[config.mk]
export PLATFORM = sky130hd
export DESIGN_NAME = two_bit_shift_register
export DESIGN_NICKNAME = d
export VERILOG_FILES = /design/src/rtl/two_bit_shift_register_pkg.sv /design/src/rtl/shift_reg_next_mux.sv /design/src/rtl/two_bit_shift_register.sv
export SDC_FILE = /design/constraint.sdc
export NUM_CORES = 1
export LEC_CHECK = 0
export ABC_AREA = 1
export BUFFER_PORTS_ARGS = -buffer_cell sky130_fd_sc_hd__buf_2
export CAP_MARGIN = 20
export CORE_AREA = 5 5 42 44
export CTS_BUF_LIST = sky130_fd_sc_hd__clkbuf_2 sky130_fd_sc_hd__clkbuf_4 sky130_fd_sc_hd__clkbuf_8
export CTS_CLUSTER_DIAMETER = 100
export DETAILED_ROUTE_END_ITERATION = 8
export DIE_AREA = 0 0 47 49
export MAX_ROUTING_LAYER = met4
export SLEW_MARGIN = 20
export SYNTH_ARGS = -nofsm -noshare
export SYNTH_HDL_FRONTEND = slang
export SYNTH_SLANG_ARGS = --single-unit
[constraint.sdc]
create_clock -name clk -period 0.8 [get_ports clk]
set_input_delay 0.12 -clock clk [delete_from_list [all_inputs] [get_ports clk]]
set_output_delay 0.12 -clock clk [all_outputs]
set_load 0.03 [all_outputs]
[src/rtl/two_bit_shift_register_pkg.sv]
// Shared definitions for the universal shift register: mode select type
// and the four mode encodings.
package two_bit_shift_register_pkg;

  typedef logic [1:0] shift_sel_t;

  localparam shift_sel_t SEL_HOLD = 2'b00;
  localparam shift_sel_t SEL_SHL  = 2'b01;
  localparam shift_sel_t SEL_SHR  = 2'b10;
  localparam shift_sel_t SEL_LOAD = 2'b11;

endpackage

[src/rtl/shift_reg_next_mux.sv]
// Next-state selection for the universal shift register. Purely combinational.
// With rotate set, the shift modes recirculate the bit falling off the far end
// instead of taking the serial input.
module shift_reg_next_mux
  import two_bit_shift_register_pkg::*;
#(
  parameter int WIDTH = 2
) (
  input  logic [WIDTH-1:0] cur,
  input  shift_sel_t       sel,
  input  logic [WIDTH-1:0] in,
  input  logic             rightshift,
  input  logic             leftshift,
  input  logic             rotate,
  output logic [WIDTH-1:0] next
);

  logic lsb_fill;
  logic msb_fill;

  // Pick the bit entering at each end for the shift modes
  always_comb begin
    lsb_fill = rotate ? cur[WIDTH-1] : leftshift;
    msb_fill = rotate ? cur[0]       : rightshift;
  end

  // Mode decode; an unknown select falls to the default arm and holds
  always_comb begin
    next = cur;
    case (sel)
      SEL_HOLD: next = cur;
      SEL_SHL:  next = {cur[WIDTH-2:0], lsb_fill};
      SEL_SHR:  next = {msb_fill, cur[WIDTH-1:1]};
      SEL_LOAD: next = in;
      default:  next = cur;
    endcase
  end

endmodule

[src/rtl/two_bit_shift_register.sv]
// Universal shift register: hold, shift left, shift right or parallel load
// each clock. Define SHIFT_REG_ROTATE_EN to add the rotate input, which turns
// the shift modes into rotations.
module two_bit_shift_register
  import two_bit_shift_register_pkg::*;
#(
  parameter int WIDTH = 2
) (
  input  logic             clk,
  input  logic             reset_n,
  input  shift_sel_t       sel,
  input  logic [WIDTH-1:0] in,
  input  logic             rightshift,
  input  logic             leftshift,
`ifdef SHIFT_REG_ROTATE_EN
  input  logic             rotate,
`endif
  output logic [WIDTH-1:0] out
);

  logic [WIDTH-1:0] next;
  logic             rotate_eff;

`ifdef SHIFT_REG_ROTATE_EN
  assign rotate_eff = rotate;
`else
  assign rotate_eff = 1'b0;
`endif

  shift_reg_next_mux #(.WIDTH(WIDTH)) u_next_mux (
    .cur        (out),
    .sel        (sel),
    .in         (in),
    .rightshift (rightshift),
    .leftshift  (leftshift),
    .rotate     (rotate_eff),
    .next       (next)
  );

  // Flop bank, cleared asynchronously by reset
  always_ff @(posedge clk or negedge reset_n) begin
    if (!reset_n) out <= '0;
    else          out <= next;
  end

endmodule

After elaboration in Yosys (flattened, before gate mapping)
Cells that the tools add are included.

Register bits after elaboration: 2. Input port bits: 8. Logic and storage cells: 6.

Equal/unequal tests: 3. Muxes and demuxes: 1. Reductions and logical operators: 1.

Operator list (count): case mux 2 bit (3 select lines) (1); equality test 2 bit, second input constant (2); equality test 2 x 1 -> 1 bit, second input constant (1); zero test 2 bit (1).

Logic depth before layout (Yosys ltp)
Gate-level depths: netlist (run 1).

Word-level depth: 2. Gate-level depth with buffers: 5.

Cells and area by module
From an unflattened synthesis (run 1), not the netlist that was laid out.

Cells, all modules: 29. Area, all modules: 168.9 um^2.

Modules (own cells, without submodules): shift_reg_next_mux (times used 1, cells each 26, area each 115.1 um^2, sequential area each 0.0 um^2); two_bit_shift_register (times used 1, cells each 3, area each 53.8 um^2, sequential area each 50.0 um^2).

Worst setup path before layout (run 1)
Ideal clock, no wire load.

Kind: register to register. From: reg out[0]. To: reg out[1]. Library setup time: 0.118 ns. Data arrival time: 0.755 ns. Setup slack: -0.072 ns. Cell stages (with the launch flop): 5. Path buffers: 0. Path through: dfrtp_1 > nand2_1 > nand2_1 > nor2_1 > nor2_1.

Longest elaborated chain between the ends: 1.

RTL lines: start, declared (RTL line two_bit_shift_register.sv:18) `output logic [WIDTH-1:0] out`; start signal, assigned (RTL line two_bit_shift_register.sv:43) `else out <= next;`; case mux 2 bit (3 select lines) (RTL line shift_reg_next_mux.sv:30) `case (sel)`.

Every way passes these cells. A chain may end at the register's enable or synchronous reset.

Worst setup path in the final report (run 1)
From: reg out[1]. To: out out[1].

No word-level cell between the ends.

==> flow_metrics.tcl, run 1 <==
set metrics [dict create \
    clk_pin_slew_worst_paths_ns 0.03 \
    mapped_cell_area_um2 125.1 \
    achievable-frequency_mhz 1113 \
    largest_reg_flops 2 \
    timing.hold.worst.class "in -> async" \
    final-setup-viol-count 2 \
    final_report_hold_violation_count 0 \
    postSynthNetCount 28 \
    synth-compound-area-share_pct 4.000 \
    routed-via-count 176 \
    critPathCaptureType "output port" \
    synth_largest_area_cell "dfrtp_1" \
    postRouteWirelength_um 361 \
    core_region_area_um2 1401 \
    num_antenna_cells 0 \
    clkLatencyLatePin_ns 0.22 \
    worst-slew-pin-transition_ns 0.1059 \
    post-place-cells 45 \
    grt_max_degree 6 \
    drt_iter0_markers 3 \
    number_of_clock_buffers_inserted_by_tritoncts 3 \
    die_width_um 47 \
    largest_registers "out x2" \
    outcome "complete, but fails checks" \
    yosys.area_share.adder_pct 0 \
    synth_simple_gate_area_share_pct 47.00 \
    critical_path_top_delay_cell "dfrtp_2" \
    synth_top_cells_by_area "dfrtp_1 (40%), nand3_1 (20%), nand2_1 (18%)" \
    critical_path.startpoint_type "register" \
    placedInstanceArea_um2 197.7 \
    drt_pre_antenna_iters 2 \
    die_ar_um2 2303 \
    synth_async_sr_flop_share_pct 100.0 \
    antenna_found_initial 0 \
    cp_data_arrival_time_ns 0.78 \
    setup-tns-final_ns -0.1937 \
    cts_tree "yes" \
    layout_setup_ws_ns -0.09877 \
    finalClockSkew_ns 0.004171 \
    drv_slew 0 \
    post-route-period-util_pct 112.3 \
    cts_post_setup_buffers_inserted 0 \
    synth_top_family_by_area "simple AND/OR/NAND/NOR gates" \
    flow.area_growth_from_synthesis_pct 100.0 \
    synthFlopType "dfrtp_1" \
    wire_length_of_the_first_global_routing_pass_um 531 \
    globalRoute.totalOverflow 0 \
    finalCoreUtilization_pct 17.86 \
    synth_area_per_cell_um2 6.256 \
    yosysMostFrequentCell "nand2_1" \
    crit_chain "buf_6" \
    critical_path_required_ns 0.68 \
    post_synth_xor_area_fraction_pct 0 \
    combined_global_route_utilization_of_all_metal_layers_pct 3.685 \
    num_io_pins 10 \
    synthTopCellsByCount "nand2_1 (6), nand3_1 (5), nor2_1 (3)" \
    post-dp-hpwl_um 299.2 \
    clockBufferDepth 2 \
    netlist_instances 20 \
    chipHeight_um 49 \
    yosysSeqAreaShare_pct 40.00 \
    vdd.ir_drop.worst_v 0.0005486 \
    finish.cell_count_without_fillers 49 \
    reg_with_most_ffs "out" \
    synth_largest_type_area_fraction_pct 40.00 \
    wl_per_cell_um 7.367 \
    critical_path.max_stage_delay_ns 0.41 \
    cts_root_buf "clkbuf_4" \
    std_cell_rows 14 \
    max_cap_violations 0 \
    grt_pass1_vias 149 \
    rsz0062_at_grt "true" \
    crit_fanout 3 \
    power.density_cell_area_nw_per_um2 1881 \
    ctsHtreeMaxLevel 1 \
    dp_worst_slack_ns 0.04681 \
    final_layout_size_suffix_gt1_share_pct 54.55 \
    gp_routability_congestion 0.7617 \
    detailed_route_drc_error_count 0 \
    input_output_buffers 9 \
    finish.net_count 43 \
    ys_types 7 \
    post-route-min-period_ns 0.8988 \
    crit_buf_inv 1 \
    synth.ff_latch_count 2 \
    timing_worst_setup_path_type "reg -> out" \
    static-leakage-power_nw 0.1351 \
    critPathTopFamily "flip-flops" \
    failing_checks "setup timing" \
    clock-sinks 2 \
    avgViaCountPerCell 3.592 \
    worst_slew_margin_rel_pct 92.94 \
    synth-edff-count 0 \
    stdcell_area_um2 250.2 \
    synth_warnings 0 \
    drtAntennaViolNets 0 \
    synth.area.mux_share_pct 0 \
    initial_core_util_pct 8.929 \
]
-- metrics by stage --
stage          hold WS (ns)  power, mW
5_1_grt              0.2072     0.5161
4_1_cts              0.1996     0.4860
6_report             0.2085     0.4707
2_1_floorplan       -0.1756     0.1841
3_3_place_gp       -0.09229     0.2255
3_5_place_dp       -0.08929     0.2265
-- worst paths after layout --
| kind | from | to | slack, ns | cells past startpoint |
|---|---|---|---|---|
| setup / recovery | out[1]$_DFFE_PN0P_ | out[1] | -0.1 | 1 |
| hold / removal | reset_n | out[1]$_DFFE_PN0P_ | 0.21 | 2 |
| setup reg to reg | out[1]$_DFFE_PN0P_ | out[0]$_DFFE_PN0P_ | 0.03 | 4 |
| hold reg to reg | out[0]$_DFFE_PN0P_ | out[0]$_DFFE_PN0P_ | 0.55 | 2 |
| max in group asynchronous | reset_n | out[0]$_DFFE_PN0P_ | 0.48 | 2 |
| min in group clk | sel[0] | out[1]$_DFFE_PN0P_ | 0.23 | 4 |
-- cell usage in the layout (no fill, tap or decap) --
master,netlist,final
buf_2,0,7
nand2_1,6,5
nor2_1,3,3
nand3_1,5,3
clkbuf_4,0,3
inv_1,2,2
nand3_2,0,2
dfrtp_2,0,2
buf_6,0,2
inv_2,1,1
nand2_2,0,1
a21oi_1,1,1
dlygate4sd3_1,0,1
-- metal layers --
layer | global-route usage (%) | part of all wire [%]
met1 | 3.304 | 43
met2 | 4.072 | 40
met3 | 4.428 | 17
met4 | 2.765 | 0
met5 | - | 0
-- layout make-up --
class | count | area, µm²
fill | 170 | 1151
multi-input combinational | 15 | 76.32
timing repair buffer | 10 | 67.56
sequential | 2 | 52.55
clock buffer | 3 | 22.52
tap | 16 | 20.02
inverter | 3 | 11.26
-- worst reg2reg max path, cell delays in order, from the launching register on --
cell and delay [ns]:
dfrtp_2 0.41, nand3_2 0.08, nand3_2 0.05, nand2_1 0.06
nand2_1 0.05
-- report_power, final --
group	total (mW)	switching [mW]	internal [mW]
clock	0.222	0.0561	0.165
sequential	0.130	0.0134	0.117
combinational	0.119	0.0632	0.0557
-- cell families after synthesis --
| kind of cell | Yosys count |
|---|---|
| simple gates | 14 |
| buf+inv | 3 |
| flops | 2 |
| compound gates | 1 |
-- what timing repair did --
action                     CTS  global route
pin swaps                    0             2
hold buffers                 1             0
hold endpoints to repair     2             0
setup endpoints to repair    2             4
gates resized for setup      4             2
No activity file was read; power rests on OpenSTA's default activity.
==> inputs of run 2 (changes only) <==
PLACE_DENSITY = 0.39   (was not set)
==> run 2 against run 1 <==
  * The run still ends with setup timing left
  * Die area unchanged
  * Combinational power grew 6%
  * Flip-flop and latch count is the same
  * Highest routed layer unchanged
  * Sequential share of layout area unchanged
  * Core utilization stayed put
==> flow_metrics.tcl, run 2 (synthesis gave the netlist of run 1 again) <==
set metrics [dict create \
    number_of_clock_buffers_inserted_by_tritoncts 3 \
    cp_data_arrival_time_ns 0.77 \
    initial_core_util_pct 8.929 \
    grt_max_degree 6 \
    detailed_route_drc_error_count 0 \
    ctsHtreeMaxLevel 1 \
    timing.hold.worst.class "in -> async" \
    num_io_pins 10 \
    critPathTopFamily "flip-flops" \
    worst_setup_path_startpoint "out[1]$_DFFE_PN0P_" \
    achievable-frequency_mhz 1120 \
    critical_path.max_stage_delay_ns 0.41 \
    crit_buf_inv 1 \
    chipHeight_um 49 \
    post-route-min-period_ns 0.8930 \
    drv_slew 0 \
    avgViaCountPerCell 3.440 \
    clkLatencyLatePin_ns 0.22 \
    layout_setup_ws_ns -0.09304 \
    die_width_um 47 \
    layout.cells.most_common "buf_2" \
    finalClockSkew_ns 0.001518 \
    rsz0062_at_grt "true" \
    input_output_buffers 9 \
    drtAntennaViolNets 0 \
    crit_chain "buf_6" \
    power.density_cell_area_nw_per_um2 1892 \
    largest_reg_flops 2 \
    combined_global_route_utilization_of_all_metal_layers_pct 3.971 \
    critical_path_required_ns 0.68 \
    final_report_hold_violation_count 0 \
    routed-via-count 172 \
    final_layout_size_suffix_gt1_share_pct 50.00 \
    drt_pre_antenna_iters 2 \
    finish.net_count 44 \
    failing_checks "setup timing" \
    worst_slew_margin_rel_pct 92.87 \
    gp_routability_congestion 0.7206 \
    timing_worst_setup_path_type "reg -> out" \
    post-dp-hpwl_um 309.8 \
    reg_with_most_ffs "out" \
    wl_per_cell_um 7.780 \
    outcome "complete, but fails checks" \
    stdcell_area_um2 250.2 \
    vdd.ir_drop.worst_v 0.0003331 \
    postRouteWirelength_um 389 \
    critical_path_top_delay_cell "dfrtp_2" \
    core_region_area_um2 1401 \
    worstReg2RegStart "out[1]$_DFFE_PN0P_" \
    critPathCaptureType "output port" \
    die_ar_um2 2303 \
    placedInstanceArea_um2 197.7 \
    num_antenna_cells 0 \
    max_cap_violations 0 \
    post-route-period-util_pct 111.6 \
    wire_length_of_the_first_global_routing_pass_um 565 \
    clk_pin_slew_worst_paths_ns 0.03 \
    static-leakage-power_nw 0.1353 \
    grt_pass1_vias 160 \
    setup-tns-final_ns -0.2609 \
    flow.area_growth_from_synthesis_pct 100.0 \
    commonest_cells_after_routing_fill_and_taps_aside "buf_2 (7), nand2_1 (6), nand3_1 (4)" \
    final-setup-viol-count 3 \
    std_cell_rows 14 \
    largest_registers "out x2" \
    antenna_found_initial 0 \
    clock-sinks 2 \
    cts_tree "yes" \
    cts_root_buf "clkbuf_4" \
    clockBufferDepth 2 \
    critical_path.startpoint_type "register" \
    globalRoute.totalOverflow 0 \
    drt_iter0_markers 2 \
    crit_fanout 3 \
    finalHoldWorstSlack_ns 0.2125 \
    worst-slew-pin-transition_ns 0.1068 \
]
## run 2: changes by cell type in the layout (fill, tap and decap cells not counted), sizes merged
cell | before | now
buf | 9 | 10
## run 2: what timing repair did
| action | CTS | global route |
|---|---|---|
| setup endpoints to repair | 2 | 4 |
| endpoints found under the hold margin | 2 | 0 |
| setup buffers | 1 | 0 |
| resized for setup | 4 | 0 |
| hold buffers | 1 | 0 |
## run 2: cell type report
cell class / count / area, µm²
clock buffers: 3 / 22.52
repair buffers: 11 / 75.07
well taps: 16 / 20.02
inverters: 3 / 11.26
flip-flops and latches: 2 / 52.55
multi-input cells: 15 / 68.82
fillers: 172 / 1151
## run 2: stage by stage
stage                     worst slack [ns]  std cells  utilization (%)  power [mW]
after floorplan                   -0.01349         20                -      0.1841
after global placement             0.03084         45            14.11      0.2276
after detailed placement           0.03719         45            14.11      0.2262
after CTS                          -0.1008         50            17.86      0.4919
after global routing               -0.1264         50            17.86      0.5221
final                             -0.09304         50            17.86      0.4735
## run 2: worst paths after layout
path	endpoint	slack (ns)	cells after the start
hold / removal	out[1]$_DFFE_PN0P_	0.21	2
setup / recovery	out[1]	-0.09	1
max in group asynchronous	out[0]$_DFFE_PN0P_	0.48	2
min in group clk	out[0]$_DFFE_PN0P_	0.22	5
hold reg to reg	out[0]$_DFFE_PN0P_	0.54	2
setup reg to reg	out[0]$_DFFE_PN0P_	-0.08	5
## run 2: metal layers
metal  share of wire (%)  vias to the layer above  GRT usage, %
met5                   0                        -             -
met4                   0                        0         4.147
met3                  21                        0         3.690
met2                  41                        8         4.299
met1                  38                       71         3.736
li1                    -                       93             -
## run 2: power breakdown
group / total, mW / internal (mW) / switching (mW)
sequential: 0.129 / 0.117 / 0.0119
combinational: 0.126 / 0.0608 / 0.0650
clock: 0.219 / 0.165 / 0.0537
total: 0.474 / 0.343 / 0.131
